===== config.mk =====
export PLATFORM = sky130hd
export DESIGN_NAME = fpu_decode_stage
export DESIGN_NICKNAME = d
export VERILOG_FILES = /design/src/rtl/fpu_pkg.sv /design/src/rtl/fpu_regfile.sv /design/src/rtl/fpu_decode_stage.sv
export SDC_FILE = /design/constraint.sdc
export NUM_CORES = 1
export LEC_CHECK = 0
export CAP_MARGIN = 20
export CORE_MARGIN = 10
export CORE_UTILIZATION = 45
export CTS_CLUSTER_DIAMETER = 150
export DETAILED_ROUTE_END_ITERATION = 10
export PLACE_DENSITY = 0.63
export SLEW_MARGIN = 20
export SYNTH_ARGS = -nofsm -noshare
export SYNTH_HDL_FRONTEND = slang
export SYNTH_SLANG_ARGS = --single-unit
export TNS_END_PERCENT = 5

===== constraint.sdc =====
create_clock -name clk -period 5.7 [get_ports clk]
set_clock_uncertainty 0.15 [all_clocks]
set_input_delay 0.57 -clock clk [delete_from_list [all_inputs] [get_ports clk]]
set_output_delay 0.57 -clock clk [all_outputs]
set_load 0.01 [all_outputs]

===== src/rtl/fpu_pkg.sv =====
// Shared FPU definitions: opcodes, one-hot flag positions and instruction field layout.
// Imported by the decode, EXE and writeback stages.
package fpu_pkg;

    localparam logic [3:0] OP_NOP = 4'd0;
    localparam logic [3:0] OP_ADD = 4'd1;
    localparam logic [3:0] OP_SUB = 4'd2;
    localparam logic [3:0] OP_MUL = 4'd3;
    localparam logic [3:0] OP_DIV = 4'd4;

    localparam int unsigned FLAG_ADD = 0;
    localparam int unsigned FLAG_SUB = 1;
    localparam int unsigned FLAG_MUL = 2;
    localparam int unsigned FLAG_DIV = 3;
    localparam int unsigned FLAG_W   = 4;

    localparam int unsigned OPC_MSB = 31;
    localparam int unsigned OPC_LSB = 28;
    localparam int unsigned RD_LSB  = 24;
    localparam int unsigned RS1_LSB = 20;
    localparam int unsigned RS2_LSB = 16;

    function automatic logic [FLAG_W-1:0] op_flags(input logic [3:0] opc);
        logic [FLAG_W-1:0] f;
        f = '0;
        case (opc)
            OP_ADD:  f[FLAG_ADD] = 1'b1;
            OP_SUB:  f[FLAG_SUB] = 1'b1;
            OP_MUL:  f[FLAG_MUL] = 1'b1;
            OP_DIV:  f[FLAG_DIV] = 1'b1;
            default: f = '0;
        endcase
        return f;
    endfunction

    function automatic logic op_is_arith(input logic [3:0] opc);
        return (opc >= OP_ADD) && (opc <= OP_DIV);
    endfunction

    function automatic logic op_is_illegal(input logic [3:0] opc);
        return opc > OP_DIV;
    endfunction

endpackage


===== src/rtl/fpu_regfile.sv =====
// FP register file: async-reset array, one write port, two combinational
// read ports that forward a same-cycle write.
module fpu_regfile #(
    parameter int unsigned NREGS  = 16,
    parameter int unsigned RIDX_W = 4
) (
    input  logic              clk,
    input  logic              rst_n,
    input  logic              wr_en,
    input  logic [RIDX_W-1:0] wr_idx,
    input  logic [31:0]       wr_data,
    input  logic [RIDX_W-1:0] rd_idx_a,
    output logic [31:0]       rd_data_a,
    input  logic [RIDX_W-1:0] rd_idx_b,
    output logic [31:0]       rd_data_b
);

    logic [31:0] regs [NREGS];

    always_ff @(posedge clk or negedge rst_n) begin
        if (!rst_n) begin
            for (int unsigned i = 0; i < NREGS; i++) begin
                regs[i] <= '0;
            end
        end else if (wr_en) begin
            regs[wr_idx] <= wr_data;
        end
    end

    // Forwarding lets a consumer issue in the same cycle its producer writes back.
    always_comb begin
        rd_data_a = regs[rd_idx_a];
        rd_data_b = regs[rd_idx_b];
        if (wr_en && (wr_idx == rd_idx_a)) rd_data_a = wr_data;
        if (wr_en && (wr_idx == rd_idx_b)) rd_data_b = wr_data;
    end

endmodule


===== src/rtl/fpu_decode_stage.sv =====
// FPU decode / operand-fetch stage: decodes instructions, reads operands,
// tracks outstanding destinations and stalls on read-after-write hazards.
module fpu_decode_stage
    import fpu_pkg::*;
#(
    parameter int unsigned NREGS  = 16,
    parameter int unsigned RIDX_W = 4
) (
    input  logic              clk,
    input  logic              rst_n,
    input  logic              in_valid,
    output logic              in_ready,
    input  logic [31:0]       in_instr,
    output logic              ex_valid,
    input  logic              ex_ready,
    output logic [31:0]       ex_a,
    output logic [31:0]       ex_b,
    output logic [3:0]        ex_flags,
    output logic [RIDX_W-1:0] ex_rd,
    input  logic              wb_en,
    input  logic [RIDX_W-1:0] wb_rd,
    input  logic [31:0]       wb_data,
    output logic              illegal
);

    logic [3:0]        opcode;
    logic [RIDX_W-1:0] rd;
    logic [RIDX_W-1:0] rs1;
    logic [RIDX_W-1:0] rs2;
    logic              is_arith;
    logic              is_illegal;
    logic [3:0]        flags;
    logic              unused_low;

    assign opcode     = in_instr[OPC_MSB:OPC_LSB];
    assign rd         = in_instr[RD_LSB  +: RIDX_W];
    assign rs1        = in_instr[RS1_LSB +: RIDX_W];
    assign rs2        = in_instr[RS2_LSB +: RIDX_W];
    assign unused_low = ^in_instr[15:0];

    assign is_arith   = op_is_arith(opcode);
    assign is_illegal = op_is_illegal(opcode);
    assign flags      = op_flags(opcode);

    logic [NREGS-1:0] sb;
    logic [NREGS-1:0] wb_mask;
    logic [NREGS-1:0] sb_live;
    logic [NREGS-1:0] sb_next;
    logic             hazard;
    logic             out_free;
    logic             accept;
    logic             load;
    logic [31:0]      rd_a;
    logic [31:0]      rd_b;

    // A bit retiring this cycle is already invisible to the hazard check,
    // matching the register-file bypass that supplies its value.
    always_comb begin
        wb_mask = '0;
        if (wb_en) wb_mask[wb_rd] = 1'b1;
        sb_live = sb & ~wb_mask;
    end

    assign hazard   = is_arith && (sb_live[rs1] || sb_live[rs2]);
    assign out_free = !ex_valid || ex_ready;
    assign in_ready = out_free && !hazard;
    assign accept   = in_valid && in_ready;
    assign load     = accept && is_arith;

    // Set after clear so a new producer of the same index stays outstanding.
    always_comb begin
        sb_next = sb_live;
        if (load) sb_next[rd] = 1'b1;
    end

    always_ff @(posedge clk or negedge rst_n) begin
        if (!rst_n) begin
            sb <= '0;
        end else begin
            sb <= sb_next;
        end
    end

    fpu_regfile #(
        .NREGS  (NREGS),
        .RIDX_W (RIDX_W)
    ) u_regfile (
        .clk       (clk),
        .rst_n     (rst_n),
        .wr_en     (wb_en),
        .wr_idx    (wb_rd),
        .wr_data   (wb_data),
        .rd_idx_a  (rs1),
        .rd_data_a (rd_a),
        .rd_idx_b  (rs2),
        .rd_data_b (rd_b)
    );

    always_ff @(posedge clk or negedge rst_n) begin
        if (!rst_n) begin
            ex_valid <= 1'b0;
            ex_a     <= '0;
            ex_b     <= '0;
            ex_flags <= '0;
            ex_rd    <= '0;
            illegal  <= 1'b0;
        end else begin
            illegal <= accept && is_illegal;
            if (out_free) begin
                ex_valid <= load;
                if (load) begin
                    ex_a     <= rd_a;
                    ex_b     <= rd_b;
                    ex_flags <= flags;
                    ex_rd    <= rd;
                end
            end
        end
    end

endmodule


### Word-level counts from Yosys, hierarchy flattened

Cells that the tools add are included.

| cells by class | value |
|---|---|
| order comparisons | 13 |
| equality and inequality tests | 6 |
| muxes and demuxes | 25 |
| bitwise logic cells | 6 |
| reductions and logical operators | 16 |

Operator list:

| operator | count |
|---|---|
| $bwmux 512 | 1 |
| $bmux 32 s4 | 2 |
| $mux 32 | 7 |
| $demux 32 s4 | 1 |
| $mux 16 | 2 |
| $lt 4x5->1 const B | 4 |
| $and 16x16->16 | 1 |
| $not 16->16 | 1 |
| $or 16x16->16 | 1 |
| $ge 5x5->1 const B | 3 |
| $not 4->5 | 3 |
| $ge 4x1->1 const B | 3 |
| $logic_and 1x1->1 | 11 |
| $bmux 1 s4 | 2 |
| $demux 1 s4 | 2 |
| $eq 4x2->1 const B | 2 |
| $eq 4x4->1 | 2 |
| $mux 1 | 8 |
| $lt 5x1->1 const B | 1 |
| $eq 4x1->1 const B | 1 |
| $eq 4x3->1 const B | 1 |
| $gt 4x3->1 const B | 1 |
| $le 4x3->1 const B | 1 |
| $logic_not 1->1 | 2 |
| 2 further kinds | 3 |

| storage, ports and cells | value |
|---|---|
| register bits | 602 |
| bits of input ports | 73 |
| output and inout port bits | 75 |
| word-level logic and storage cells | 89 |

### Depth between registers and ports, before layout

Gate-level depths: netlist of run 1.

| logic depth | value |
|---|---|
| word-level depth | 16 |
| mapped depth | 11 |

### Hierarchy

From an unflattened synthesis of run 1, not the netlist that was laid out.

| unflattened totals | value |
|---|---|
| cells, all modules | 2046 |
| area total of the unflattened synthesis | 31287.5 µm² |

Modules (own cells, without submodules):

| module | times used | cells an instance | area an instance (µm²) | seq. area each (µm²) |
|---|---|---|---|---|
| fpu_regfile | 1 | 1755 | 27362.5 | 12812.3 |
| fpu_decode_stage | 1 | 291 | 3925.0 | 2252.2 |

### Worst setup path before layout of run 1

No wires, ideal clock.

| timing path | value |
|---|---|
| kind | input-to-reg |
| start point | input port in_instr[21] |
| end point | register ex_a[29] |
| setup time | 0.127 ns |
| arrival | 2.864 ns |
| path slack | 2.558 ns |
| stages on the path | 7 |
| cell sequence | clkbuf_1 > buf_1 > clkbuf_1 > mux4_2 > mux4_2 > mux2_2 > mux2_1 |

| on the way | value |
|---|---|
| cells in the longest elaborated chain, start to end | 9 |
| elaborated cells on any way between the ends | 16 |
| classes of those cells | 1 x eq/ne; 6 x mux; 1 x bitwise; 8 x reduce/logical |

RTL lines:

| what | RTL line | text |
|---|---|---|
| from (decl) | fpu_decode_stage.sv:13 | `input logic [31:0] in_instr,` |
| $bmux 1 s4 | fpu_decode_stage.sv:64 | `assign hazard = is_arith && (sb_live[rs1] \|\| sb_live[rs2]);` |
| $mux 1 (not written as such) | fpu_decode_stage.sv:64 |  |
| $logic_or 1x1->1 | fpu_decode_stage.sv:64 |  |
| $logic_and 1x1->1 | fpu_decode_stage.sv:64 |  |
| $logic_not 1->1 | fpu_decode_stage.sv:66 | `assign in_ready = out_free && !hazard;` |
| $logic_and 1x1->1 | fpu_decode_stage.sv:66 |  |
| $logic_and 1x1->1 | fpu_decode_stage.sv:67 | `assign accept = in_valid && in_ready;` |
| $logic_and 1x1->1 | fpu_decode_stage.sv:68 | `assign load = accept && is_arith;` |
| $reduce_and 2->1 (no source line) | n/a |  |
| to (signal assigned) | fpu_decode_stage.sv:112 | `ex_a <= rd_a;` |
| to (decl) | fpu_decode_stage.sv:16 | `output logic [31:0] ex_a,` |

Parallel ways exist; a longest one is shown, timed or not. The select of a mux whose other input is x is not followed.
A chain may end at the register's enable or synchronous reset.

### Worst setup path after layout of run 1

| timing path | value |
|---|---|
| start point | input port wb_rd[3] |
| end point | output port in_ready |

| on the way | value |
|---|---|
| cells in the longest elaborated chain, start to end | 13 |
| elaborated cells on any way between the ends | 16 |
| classes of those cells | 2 x order compare; 7 x mux; 2 x bitwise; 5 x reduce/logical |

RTL lines:

| what | RTL line | text |
|---|---|---|
| from (decl) | fpu_decode_stage.sv:21 | `input logic [RIDX_W-1:0] wb_rd,` |
| $lt 4x5->1 (not written as such) or $ge 4x1->1 (tied branches) | fpu_decode_stage.sv:60 | `if (wb_en) wb_mask[wb_rd] = 1'b1;` |
| $logic_and 1x1->1 (not written as such) | fpu_decode_stage.sv:60 |  |
| $mux 1 (not written as such) | fpu_decode_stage.sv:60 |  |
| $demux 1 s4 * | fpu_decode_stage.sv:60 |  |
| $mux 16 * | fpu_decode_stage.sv:60 |  |
| $not 16->16 * | fpu_decode_stage.sv:61 | `sb_live = sb & ~wb_mask;` |
| $and 16x16->16 * | fpu_decode_stage.sv:61 |  |
| $bmux 1 s4 | fpu_decode_stage.sv:64 |  |
| $mux 1 (not written as such) | fpu_decode_stage.sv:64 |  |
| $logic_or 1x1->1 * | fpu_decode_stage.sv:64 |  |
| $logic_and 1x1->1 * | fpu_decode_stage.sv:64 |  |
| $logic_not 1->1 * | fpu_decode_stage.sv:66 |  |
| $logic_and 1x1->1 * | fpu_decode_stage.sv:66 |  |
| to (decl) | fpu_decode_stage.sv:12 | `output logic in_ready,` |

Every way passes the cells marked *; elsewhere a longest branch is shown, timed or not. The select of a mux whose other input is x is not followed.

==> impl_metrics.py, run 1 <==
metrics = {
    "layout": {
        "final_cells": 2936,
        "seq_area_um2": 15100,
        "multi_input_area_um2": 15600,
        "fin_nets": 2033,
        "fin_util": 0.518,
        "fillCellCount": 5608,
        "drive_gt1_frac": 0.565,
        "area_delta_synth_final_pct": 13.9,
    },
    "timing": {
        "setup_violations": 0,
        "worst_pin_slew_ns": 1.07,
        "relSlewSlack": 0.286,
        "rsz0062_at_grt": "no",
        "hold_viol_final": 0,
        "period_minus_slack_ns": 4.51,
        "final.setup.worst_slack_ns": 1.19,
        "period_share": 0.791,
        "fin_setup_tns_ns": 0,
        "final_max_slew_viol_count": 0,
        "fmax_mhz": 222,
    },
    "clocking": {
        "cts_buffers": 68,
        "cts.sinks": 602,
        "clock_path_buffers": 3,
        "htreeDepth": 3,
        "cts.reportedPaths.clkPinSlew_ns": 0.05,
        "clk_latency_ns": 0.61,
        "cts_tree": "done",
        "cts_root_buf": "clkbuf_16",
    },
    "synthesis": {
        "synth_compound_area_frac": 0.0156,
        "ys.flop_type": "dfrtp_1",
        "syn_inst": 1904,
        "yosysMostFrequentCell": "mux2_2",
        "postSynthAreaPerCell_um2": 16.4,
        "synth-simple-area-share": 0.0118,
        "synth-edff-count": 0,
        "synth_warnings": 0,
        "synth_top_family_by_area": "multiplexers",
        "async_reset_ff_frac": 1.00,
        "syn-num-nets": 1977,
        "synth.top_cell.area_share": 0.481,
        "synth_xor_xnor_area_share": 0.00252,
        "synthTopCellsByArea": "dfrtp_1, mux2_2, mux4_2",
        "ys_types": 49,
        "synth_seq_cells": 602,
        "synthTopCellsByCount": "mux2_2, dfrtp_1, mux4_2",
        "muxShareOfSynthArea": 0.464,
        "seq_area_frac_synth": 0.481,
        "netlist_area_um2": 31300,
        "yosys.area_share.adder": 0,
        "synth_top_cell_by_area": "dfrtp_1",
    },
    "global_route": {
        "use_met2": 0.342,
        "grt_use_total": 0.210,
        "grt_overflow": 0,
        "grt_pass1_wl_um": 129000,
        "antenna_found_initial": 6,
        "use_met3": 0.0383,
        "use_met1": 0.282,
        "grt-busiest-layer": "met2",
        "grt_pass1_vias": 19731,
        "grt_max_degree": 163,
    },
    "route": {
        "viasPerCell": 6.27,
        "vias": 18398,
        "wirelength_um": 84900,
        "ant_nets": 0,
        "dr.pass1.iters": 5,
        "drt_first_iter_violations": 1249,
        "routedWlPerCell_um": 28.9,
        "route.detailed.drc": 0,
    },
    "place": {
        "gp_congestion": 0.829,
        "pre_cts_slack_ns": 1.24,
        "io_buffers": 131,
        "place_inst": 2820,
        "place_hpwl_um": 48100,
    },
    "critical_path": {
        "rrSetupSlack_ns": 3.30,
        "cp-end-kind": "output port",
        "timing.critical_path.fanout_max": 14,
        "crit_required_ns": 4.98,
        "r2r-end": "ex_a[22]",
        "criticalPathCategory": "input port to output port",
        "start_kind": "input port",
        "r2r_cells": 7,
        "r2r_start": "sb[9]",
        "arrival_ns": 3.79,
    },
    "floorplanning": {
        "die_w_um": 284,
        "die_area_um2": 80500,
        "initial_core_util": 0.455,
        "fp.dieH_um": 284,
        "core_um2": 68800,
        "pin_count": 148,
        "rows": 96,
    },
    "hold_path": {
        "min-delay-start": "ex_a[5]",
        "min_to": "ex_a[5]",
        "hp-class": "register to register",
        "whs_path_depth": 1,
    },
    "pwr": {
        "vdd_ir_drop_max_mv": 0.292,
        "leakage_uw": 0.0144,
        "power.density_nw_per_um2": 389,
    },
    "job": {
        "drv_cap": 0,
    },
    "outcome": {
        "status": "completed",
    },
}
==> state kept, by name (all words and copies together) (netlist names) <==
signal and count:
ex_flags 4, ex_a 32, ex_valid 1, sb 16
illegal 1, u_regfile.regs 512, ex_rd 4, ex_b 32
==> power by group <==
group	switching (uW)	leakage, uW	internal (uW)
Clock	1750	0.00103	2470
Sequential	718	0.00742	5370
Combinational	1230	0.00595	2320
Total	3700	0.0144	10200
==> metrics by stage <==
| step | instance area [um^2] | hold WS (ns) | total power [uW] |
|---|---|---|---|
| 6_report | 35600 | 0.351 | 13900 |
| 5_1_grt | 35600 | 0.362 | 14500 |
| 4_1_cts | 35600 | 0.355 | 14000 |
| 3_5_place_dp | 33500 | 0.342 | 9740 |
| 3_3_place_gp | 33500 | 0.329 | 9560 |
| 2_1_floorplan | 31300 | 0.124 | 8380 |
==> final cells by class <==
| type | count | share of cell area |
|---|---|---|
| inverter | 5 | 0.000527 |
| antenna | 1 | 0.0000702 |
| sequential | 602 | 0.423 |
| clock buffer | 107 | 0.0578 |
| tap | 931 | 0.0327 |
| multi-input combinational | 1111 | 0.437 |
| timing repair buffer | 172 | 0.0478 |
| clock inverter | 7 | 0.00137 |
==> layer usage <==
metal | vias to the layer above | wire, um
met3 | 164 | 4320
met4 | 8 | 2470
met1 | 10153 | 36600
met5 | - | 60
li1 | 7570 | -
met2 | 503 | 41500
==> critical path: stages <==
cell             delay (ns)
clkdlybuf4s50_1        0.59
nand3b_1               0.66
o21ai_0                0.45
o2111ai_1              0.16
and4_4                 0.25
a41oi_4                0.27
nand2_1                0.09
a21boi_0               0.17
clkdlybuf4s50_1        0.58
==> layout by cell type (no fill, tap or decap), types with 2 or more instances in the layout <==
cell,Yosys,final
xor2_1,7,7
or2_2,3,2
nand3_1,4,4
nand2_1,12,12
mux2_2,646,646
mux4_2,320,320
o211ai_1,17,17
inv_6,0,2
buf_6,2,2
nand2b_4,0,3
nor4b_1,2,2
nor4_2,0,2
xnor2_1,2,2
clkinv_2,0,3
clkbuf_1,119,19
buf_8,0,3
o21ai_0,17,17
clkdlybuf4s50_1,0,123
nor2_4,0,10
clkbuf_16,0,69
dfrtp_1,602,602
buf_4,0,35
o31ai_1,9,9
clkbuf_8,0,19
buf_12,0,6
o21ai_1,3,3
nand2b_1,10,7
nor2b_1,2,2
o2111ai_1,5,5
nor2_1,18,8
inv_1,3,3
mux2i_1,3,3
buf_2,31,2
o41ai_1,6,6
==> timing repair <==
| item | CTS | global route |
|---|---|---|
| gates resized for setup | 0 | 0 |
| setup buffers | 0 | 0 |
| hold endpoints to repair | 89 | 0 |
| hold buffers | 1 | 0 |
==> kinds of logic after synthesis <==
kind of cell / after synthesis
mux: 970
flops: 602
buf+inv: 191
compound gates: 67
simple gates: 65
xor+xnor: 9
==> worst max-delay path by stage <==
| stage | startpoint | end | slack, ns | depth (start not counted) |
|---|---|---|---|---|
| floorplan | in_instr[21] | ex_a[29] | 2.56 | 7 |
| global placement | wb_rd[3] | in_ready | 1.26 | 9 |
| finish | wb_rd[3] | in_ready | 1.19 | 9 |
| detailed placement | wb_rd[3] | in_ready | 1.24 | 9 |
| global route | wb_rd[3] | in_ready | 0.97 | 9 |
| CTS | wb_rd[3] | in_ready | 1.22 | 9 |
Note: power is estimated with default switching activity, not from simulation.
==> inputs of run 2 (changes only) <==
==> constraint.sdc (replaced) <==
create_clock -name clk -period 4.2 [get_ports clk]
set_clock_uncertainty 0.15 [all_clocks]
set_input_delay 0.42 -clock clk [delete_from_list [all_inputs] [get_ports clk]]
set_output_delay 0.42 -clock clk [all_outputs]
set_load 0.01 [all_outputs]
==> run 2 against run 1 <==
Worst setup slack got worse by 0.97 ns. Hold slack worse by 0.078 ns. Non-clock buffer count up 12. Critical path depth is 1 lower. Combinational power rose by 37%. Sequential share of layout area decreased by 0.68 points. Die area unchanged. Via count rose by 0.26%. First-iteration DRC count rose by 17%. Power is 40% higher. Global-route usage increased by 0.075 points.
==> impl_metrics.py, run 2 (same netlist as run 1, synthesis figures left out) <==
metrics = {
    "route": {
        "drt_first_iter_violations": 1461,
        "dr.pass1.iters": 5,
        "vias": 18445,
        "wirelength_um": 85100,
        "routedWlPerCell_um": 28.8,
        "ant_nets": 0,
        "route.detailed.drc": 0,
        "viasPerCell": 6.24,
    },
    "clocking": {
        "cts_root_buf": "clkbuf_16",
        "cts.sinks": 602,
        "clk_latency_ns": 0.61,
        "clock_path_buffers": 3,
        "post_cts_buffers": 0,
        "cts.reportedPaths.clkPinSlew_ns": 0.06,
        "cts_buffers": 70,
        "cts_tree": "done",
        "htreeDepth": 3,
    },
    "floorplanning": {
        "rows": 96,
        "die_area_um2": 80500,
        "initial_core_util": 0.455,
        "core_um2": 68800,
        "fp.dieH_um": 284,
        "pin_count": 148,
        "die_w_um": 284,
    },
    "layout": {
        "top_register": "u_regfile.regs",
        "drive_gt1_frac": 0.572,
        "fin_area_um2": 36200,
        "n_antenna_cell": 0,
        "fin_nets": 2047,
        "reg_top3": "u_regfile.regs x512, ex_a x32, ex_b x32",
        "fillCellCount": 5485,
        "largest_register_ffs": 512,
        "final_common_cell": "mux2_2",
        "layout_common_cells": "mux2_2, dfrtp_1, mux4_2",
        "area_delta_synth_final_pct": 15.7,
    },
    "job": {
        "drv_cap": 0,
    },
    "critical_path": {
        "path_buf_inv": 2,
        "arrival_ns": 3.41,
        "cpMostUsedCell": "clkdlybuf4s50_1",
        "criticalPathCategory": "input port to output port",
        "timing.critical_path.fanout_max": 11,
        "crit_family": "compound AO/OA/AOI/OAI gates",
        "path_cells": "clkdlybuf4s50_1, nand2b_1, o21ai_0, o2111ai_1, a41oi_4, nand2_1, a21boi_0, clkdlybuf4s50_1",
        "crit_required_ns": 3.63,
        "slowest_delay_ns": 0.58,
        "cpMaxStageDelayCell": "clkdlybuf4s50_1",
        "cp-end-kind": "output port",
        "start_kind": "input port",
    },
    "place": {
        "placed_area_um2": 33800,
        "pre_cts_slack_ns": 0.296,
        "io_buffers": 131,
        "gp_congestion": 0.817,
        "place_hpwl_um": 47500,
    },
    "timing": {
        "rsz0062_at_grt": "no",
        "worst_pin_slew_ns": 1.00,
        "final.setup.worst_slack_ns": 0.216,
        "setup_violations": 0,
        "relSlewSlack": 0.333,
        "whs_ns": 0.273,
        "hold_viol_final": 0,
        "period_share": 0.949,
        "fin_setup_tns_ns": 0,
        "fmax_mhz": 251,
        "final_max_slew_viol_count": 0,
        "period_minus_slack_ns": 3.98,
    },
    "hold_path": {
        "hp-class": "input port to register",
    },
    "global_route": {
        "grt_pass1_wl_um": 130000,
        "antenna_found_initial": 2,
        "grt_use_total": 0.211,
        "grt_max_degree": 122,
        "grt_overflow": 0,
        "grt_pass1_vias": 19820,
    },
    "pwr": {
        "vdd_ir_drop_max_mv": 0.382,
        "total_power_uw": 19400,
        "leakage_uw": 0.0147,
        "power.density_nw_per_um2": 536,
    },
    "outcome": {
        "status": "completed",
    },
}
run 2: repair_timing:
| item | CTS | global route |
|---|---|---|
| hold buffers | 1 | 0 |
| hold endpoints to repair | 89 | 0 |
| endpoints found under the setup margin | 0 | 1 |
| gates resized for setup | 0 | 1 |
run 2: cell type report:
cell class	instances	area [um^2]	area share
Multi-Input combinational cell	1111	15600	0.429
Sequential cell	602	15100	0.416
Clock buffer	108	2150	0.0593
Timing Repair Buffer	184	2030	0.0560
Tap cell	931	1160	0.0322
Clock inverter	17	239	0.00660
Inverter	5	18.8	0.000518
run 2: power by group:
part / switching (uW) / internal [uW]
Combinational: 1680 / 3170
Clock: 2470 / 3830
Sequential: 977 / 7290
Total: 5130 / 14300
run 2: path summary, 6_finish.rpt:
path | startpoint | end | slack, ns | cells after the start
min in group asynchronous | rst_n | ex_flags[2] | 0.31 | 2
max in group asynchronous | rst_n | u_regfile.regs[336] | 2.35 | 3
setup / recovery | wb_rd[1] | in_ready | 0.22 | 8
hold / removal | in_valid | illegal | 0.27 | 3
setup reg to reg | sb[8] | sb[2] | 1.86 | 7
hold reg to reg | ex_b[9] | ex_b[9] | 0.35 | 1
run 2: tightest hold or removal path: stages:
cell and delay [ns]:
clkdlybuf4s50_1 0.40, nand2_1 0.11, a21oi_1 0.05
run 2: per-layer routing:
| metal | track usage | routed length [um] |
|---|---|---|
| met5 | 0 | 27 |
| met4 | 0.0576 | 1880 |
| met3 | 0.0357 | 4450 |
| met1 | 0.287 | 36800 |
| met2 | 0.346 | 42000 |
run 2: stage by stage:
stage,utilization,instances
6_report,0.526,2958
5_1_grt,0.526,2958
4_1_cts,0.526,2958
3_5_place_dp,0.491,2832
3_3_place_gp,0.491,2832
2_1_floorplan,-,1904
==> patch 1: new RTL, settings of run 2 <==
Put one more register stage on the output `ex_flags`, without a reset. The value now appears one clock later. The other outputs are not delayed to match.
--- a/src/rtl/fpu_decode_stage.sv
+++ b/src/rtl/fpu_decode_stage.sv
@@ -24,2 +24,4 @@
 );
+
+    logic [3:0] ex_flags_s0;
 
@@ -103,3 +105,3 @@
             ex_b     <= '0;
-            ex_flags <= '0;
+            ex_flags_s0 <= '0;
             ex_rd    <= '0;
@@ -113,3 +115,3 @@
                     ex_b     <= rd_b;
-                    ex_flags <= flags;
+                    ex_flags_s0 <= flags;
                     ex_rd    <= rd;
@@ -120,2 +122,6 @@
 
+    always_ff @(posedge clk) begin
+        ex_flags <= ex_flags_s0;
+    end
+
 endmodule
Check against the original RTL: not equivalent (a bounded check fails within 4 cycles, from zero or initial values and one cycle with rst_n low).
==> patch 1 against run 2 <==
Clock power fell by 3%. Synthesized area rose by 0.18%. Non-clock buffer count rose by 6. Wire length fell by 0.39%. Register-to-register slack got worse by 0.13 ns. Total power fell by 0.83%. Global-route usage fell by 0.074 points. Via count rose by 1.1%. Final area rose by 0.16%. Sequential cell count rose by 4. Combinational power fell by 0.8%. Die area rose by 0.17%. Sequential power rose by 0.7%. Worst setup slack improved by 0.044 ns. Largest cell class unchanged.
==> patch 1: results (changes against run 2) <==
- The global placement routability congestion was 0.815 (was 0.817).
- The class of the worst hold path is reg2reg (was in2reg).
- The post-layout net count is 2053 (was 2047).
- The static leakage came to 14.7 nW (about the same).
- The initial antenna violation count came to 1 (was 2).
- The number of global-route vias before repair is 19700 (was 19800).
- Commonest cells in the netlist: sky130_fd_sc_hd__mux2_2 (645), sky130_fd_sc_hd__dfrtp_1 (602), sky130_fd_sc_hd__mux4_2 (320) (was sky130_fd_sc_hd__mux2_2 (646), sky130_fd_sc_hd__dfrtp_1 (602), sky130_fd_sc_hd__mux4_2 (320)).
- The share of cells above drive strength 1 is 57.7% (was 57.2%).
- The routed via count divided by cell count is 6.30 (was 6.24).
- The maximum fanout along the worst path is 7 (was 11).
- The wire length of the first global-routing pass came to 129000 µm (was 130000 µm).
- The count of antenna diodes in the layout is 0 (unchanged).
- The top cell type by total area after synthesis is sky130_fd_sc_hd__dfrtp_1 (unchanged).
- The amount of wire on met3 after detailed routing came to 4810 µm (was 4450 µm).
- The largest net degree at the start of global routing came to 111 (was 122).
- The initial DRC count came to 1501 (was 1461).
- Top cells by area, synth: sky130_fd_sc_hd__dfrtp_1 (48%), sky130_fd_sc_hd__mux2_2 (23%), sky130_fd_sc_hd__mux4_2 (23%) (unchanged).
- The final-layout fill cell count is 5571 (was 5485).
- The element type at the critical path start is an input port (unchanged).
- The overall routing resource usage was 21.0% (was 21.1%).
- The post-placement cell area is 0.0339 mm² (was 0.0338 mm²).
- The worst-case vdd ir drop is 254 µV (was 382 µV).
- The max-slew headroom at the worst pin is 32.2% (was 33.3%).
- The met2 wirelength from detailed routing came to 40400 µm (was 42000 µm).
- The share of flip-flops with an asynchronous set or reset after synthesis is 99.3% (was 100%).
- The net switching power was 0.00513 W (about the same).
- The final routed wirelength across all metal layers came to 84800 µm (was 85100 µm).
- Run status: finished, final reports clean (unchanged).
- The post-DP HPWL is 46600 µm (was 47500 µm).
- The sum of routed wire segments on met1 came to 37500 µm (was 36800 µm).
- The share of synthesized area occupied by flip-flops and latches is 48.3% (was 48.1%).
- The worst endpoint data arrival time is 3.37 ns (was 3.41 ns).
- The number of cells after detailed placement is 2838 (was 2832).
## patch 1: through the flow
| stage | hold slack, ns | worst slack [ns] |
|---|---|---|
| finish | 0.234 | 0.260 |
| global route | 0.242 | 0.0340 |
| CTS | 0.229 | 0.246 |
| detailed placement | 0.214 | 0.256 |
| global placement | 0.201 | 0.271 |
| floorplan | -0.0256 | 1.25 |
## patch 1: final cells by class
class / count / area [µm²] / area share, %
clock buffer: 103 / 2120 / 5.84
clock inverter: 21 / 225 / 0.621
inverter: 5 / 18.8 / 0.0517
multi-input combinational: 1107 / 15500 / 42.8
sequential: 606 / 15100 / 41.7
tap: 931 / 1160 / 3.21
timing repair buffer: 190 / 2070 / 5.71
## patch 1: path summary, 6_finish.rpt
| kind | from | endpoint | slack (ns) | cells past startpoint |
|---|---|---|---|---|
| worst max-delay path | wb_rd[3] | in_ready | 0.26 | 10 |
| worst min-delay path | ex_flags_s0[1] | ex_flags[1] | 0.23 | 0 |
| worst max register to register | sb[4] | ex_b[15] | 1.73 | 7 |
| worst min register to register | ex_flags_s0[1] | ex_flags[1] | 0.23 | 0 |
| max in group asynchronous | rst_n | u_regfile.regs[482] | 2.44 | 3 |
| min in group asynchronous | rst_n | illegal | 0.33 | 2 |
## patch 1: kinds of logic (layout without fill, tap and decap cells)
kind of cell	Yosys count	after routing	share of synthesized area [%]
and+or+nand+nor	63	63	1.11
DFF	606	606	48.3
xor gates and xnor gates	9	9	0.251
buffers and inverters	191	319	2.47
muxes	974	974	46.5
AOI/OAI and AO/OA	61	61	1.41
## patch 1: metal layers
metal  vias up  global-route usage (%)
met3       152                    3.52
met4         4                    6.04
met1     10300                    29.5
met2       606                    33.3
li1       7602                       -
met5         -                       0
## patch 1: worst max-delay path: stages
cell	delay [ns]
sky130_fd_sc_hd__clkdlybuf4s50_1	0.68
sky130_fd_sc_hd__nand3_1	0.40
sky130_fd_sc_hd__buf_4	0.29
sky130_fd_sc_hd__o211ai_1	0.16
sky130_fd_sc_hd__o2111ai_1	0.14
sky130_fd_sc_hd__nand4_1	0.15
sky130_fd_sc_hd__o31a_1	0.27
sky130_fd_sc_hd__nand2_1	0.09
sky130_fd_sc_hd__a21boi_0	0.18
sky130_fd_sc_hd__clkdlybuf4s50_1	0.59
## patch 1: timing repair
| item | in CTS | in global routing |
|---|---|---|
| hold buffers | 1 | 0 |
| setup buffers | 0 | 0 |
| hold endpoints to repair | 102 | 0 |
| resized for setup | 0 | 0 |
## patch 1: power by group through the flow
stage          sequential (W)  combinational, W  clock, W
2_1_floorplan         0.00824           0.00318         0
3_3_place_gp          0.00824           0.00477         0
3_5_place_dp          0.00840           0.00487         0
4_1_cts               0.00830           0.00489   0.00628
5_1_grt               0.00852           0.00516   0.00653
6_report              0.00833           0.00481   0.00613
==> patch 2: new RTL, flow settings as in run 2 <==
Without the edit above. Make the reset (`rst_n`) synchronous in 3 clocked blocks. Comments in the files are not updated.
--- a/src/rtl/fpu_regfile.sv
+++ b/src/rtl/fpu_regfile.sv
@@ -19,3 +19,3 @@
 
-    always_ff @(posedge clk or negedge rst_n) begin
+    always_ff @(posedge clk) begin
         if (!rst_n) begin
--- a/src/rtl/fpu_decode_stage.sv
+++ b/src/rtl/fpu_decode_stage.sv
@@ -75,3 +75,3 @@
 
-    always_ff @(posedge clk or negedge rst_n) begin
+    always_ff @(posedge clk) begin
         if (!rst_n) begin
@@ -98,3 +98,3 @@
 
-    always_ff @(posedge clk or negedge rst_n) begin
+    always_ff @(posedge clk) begin
         if (!rst_n) begin
Behaviour: not the same (Yosys sat finds a counterexample within 4 cycles, from zero or initial values and one cycle with rst_n low; the reset may be asserted at any time).
==> patch 2 against run 2 <==
Largest cell class is now registers. Final area decreased by 0.20%. Synthesized area increased by 0.25%. Non-clock buffer count increased by 34. Worst setup slack improved by 0.035 ns. Critical path type unchanged. Wire length increased by 18%. Global-route usage increased by 3.6 points. Highest routed layer unchanged. Sequential cell count unchanged.
Power is not compared: it rests on default switching activity, and its combinational part moved more than twofold at a synthesized area within 25%.
==> patch 2: results (changes against run 2) <==
- The fraction of area in registers came to 47.5% (was 41.6%).
- The largest net degree at the start of global routing is 70 (was 122).
- Run status: finished, final reports clean (unchanged).
- The share of synthesized area occupied by flip-flops and latches is 54.8% (was 48.1%).
- The buffer share of cell area was 6.03% (was 5.60%).
- The fraction of area in clock buffers and inverters is 5.97% (was 6.59%).
- The share of cells above drive strength 1 was 25.6% (was 57.2%).
- The number of clock buffers in the layout is 92 (was 108).
- The count of antenna diodes in the layout was 3 (was 0).
- The synthesized netlist net count is 2134 (was 1977).
- The met3 routing resource usage after global routing was 6.57% (was 3.57%).
- The wire length of the first global-routing pass is 145000 µm (was 130000 µm).
- The global-route track usage on met1 was 32.1% (was 28.7%).
- The final-layout fill cell count is 5576 (was 5485).
- The number of iterations in the first detailed-routing pass came to 8 (was 5).
- The initial DRC count was 2595 (was 1461).
- The worst endpoint data arrival time is 3.38 ns (was 3.41 ns).
- The maximum fanout along the worst path was 7 (was 11).
- The number of ordinary inverters in the final layout is 6 (was 5).
- The share of cell area taken by multi-input logic gates came to 37.2% (was 42.9%).
- The TritonCTS buffer count came to 68 (was 70).
- Top cells by area, synth: sky130_fd_sc_hd__edfxtp_1 (49%), sky130_fd_sc_hd__mux4_2 (23%), sky130_fd_sc_hd__and2_1 (10%) (was sky130_fd_sc_hd__dfrtp_1 (48%), sky130_fd_sc_hd__mux2_2 (23%), sky130_fd_sc_hd__mux4_2 (23%)).
- The max-slew headroom at the worst pin was 29.6% (was 33.3%).
- The count of non-CTS buffers in the layout was 218 (was 184).
- The number of enable flip-flop cells after synthesis came to 512 (was 0).
- The global placement routability congestion is 0.899 (was 0.817).
- The overall routing resource usage is 24.7% (was 21.1%).
- The initial antenna violation count is 9 (was 2).
- The dominant register cell in the synthesized netlist was sky130_fd_sc_hd__edfxtp_1 (was sky130_fd_sc_hd__dfrtp_1).
- The class of the worst hold path is reg2reg (was in2reg).
- The average wire length per cell after detail routing was 32.2 µm (was 28.8 µm).
- The post-layout net count came to 2206 (was 2047).
- The sum of routed wire segments on met1 is 38200 µm (was 36800 µm).
-- patch 2: cell types whose count changed after synthesis, sizes merged, moves of 12 or more --
cell,delta
nand3,+12
nand2,+24
a31oi,+64
mux2i,+70
mux2,-646
o211ai,-13
clkbuf,+28
nor2,+13
a211oi,+64
dfxtp,+90
edfxtp,+512
and2,+514
dfrtp,-602
-- patch 2: through the flow --
step | hold WS (ns) | area (µm²) | total power [W] | setup WS (ns) | std cells
final | 0.305 | 36100 | 0.0147 | 0.250 | 3119
after floorplan | 0.310 | 31400 | 0.00822 | 0.306 | 2061
after detailed placement | 0.299 | 34000 | 0.00895 | 0.119 | 2994
after global routing | 0.321 | 36100 | 0.0152 | 0.117 | 3119
after CTS | 0.307 | 36100 | 0.0148 | 0.322 | 3116
after global placement | 0.296 | 34000 | 0.00890 | 0.231 | 2994
-- patch 2: path summary, 6_finish.rpt --
check,startpoint,endpoint,slack [ns],depth (start not counted)
setup / recovery,wb_rd[2],in_ready,0.25,9
hold / removal,ex_rd[3],ex_rd[3],0.31,2
setup reg to reg,sb[11],ex_a[20],1.35,8
hold reg to reg,ex_rd[3],ex_rd[3],0.31,2
-- patch 2: worst min-delay path, delay by kind of cell (launching register included) --
family	cells	cell delay [ns]
and+or+nand+nor	1	0.05
DFF	1	0.30
muxes	1	0.05
-- patch 2: cells by family (layout without fill, tap and decap cells) --
| kind of cell | count (synthesis) | in the layout | share of synthesized area, % |
|---|---|---|---|
| buffers and inverters | 222 | 346 | 3.05 |
| DFF | 602 | 602 | 54.8 |
| muxes | 394 | 394 | 25.3 |
| other | 0 | 3 | 0 |
| and+or+nand+nor | 641 | 641 | 12.3 |
| AOI/OAI and AO/OA | 194 | 194 | 4.37 |
| xor gates and xnor gates | 8 | 8 | 0.223 |
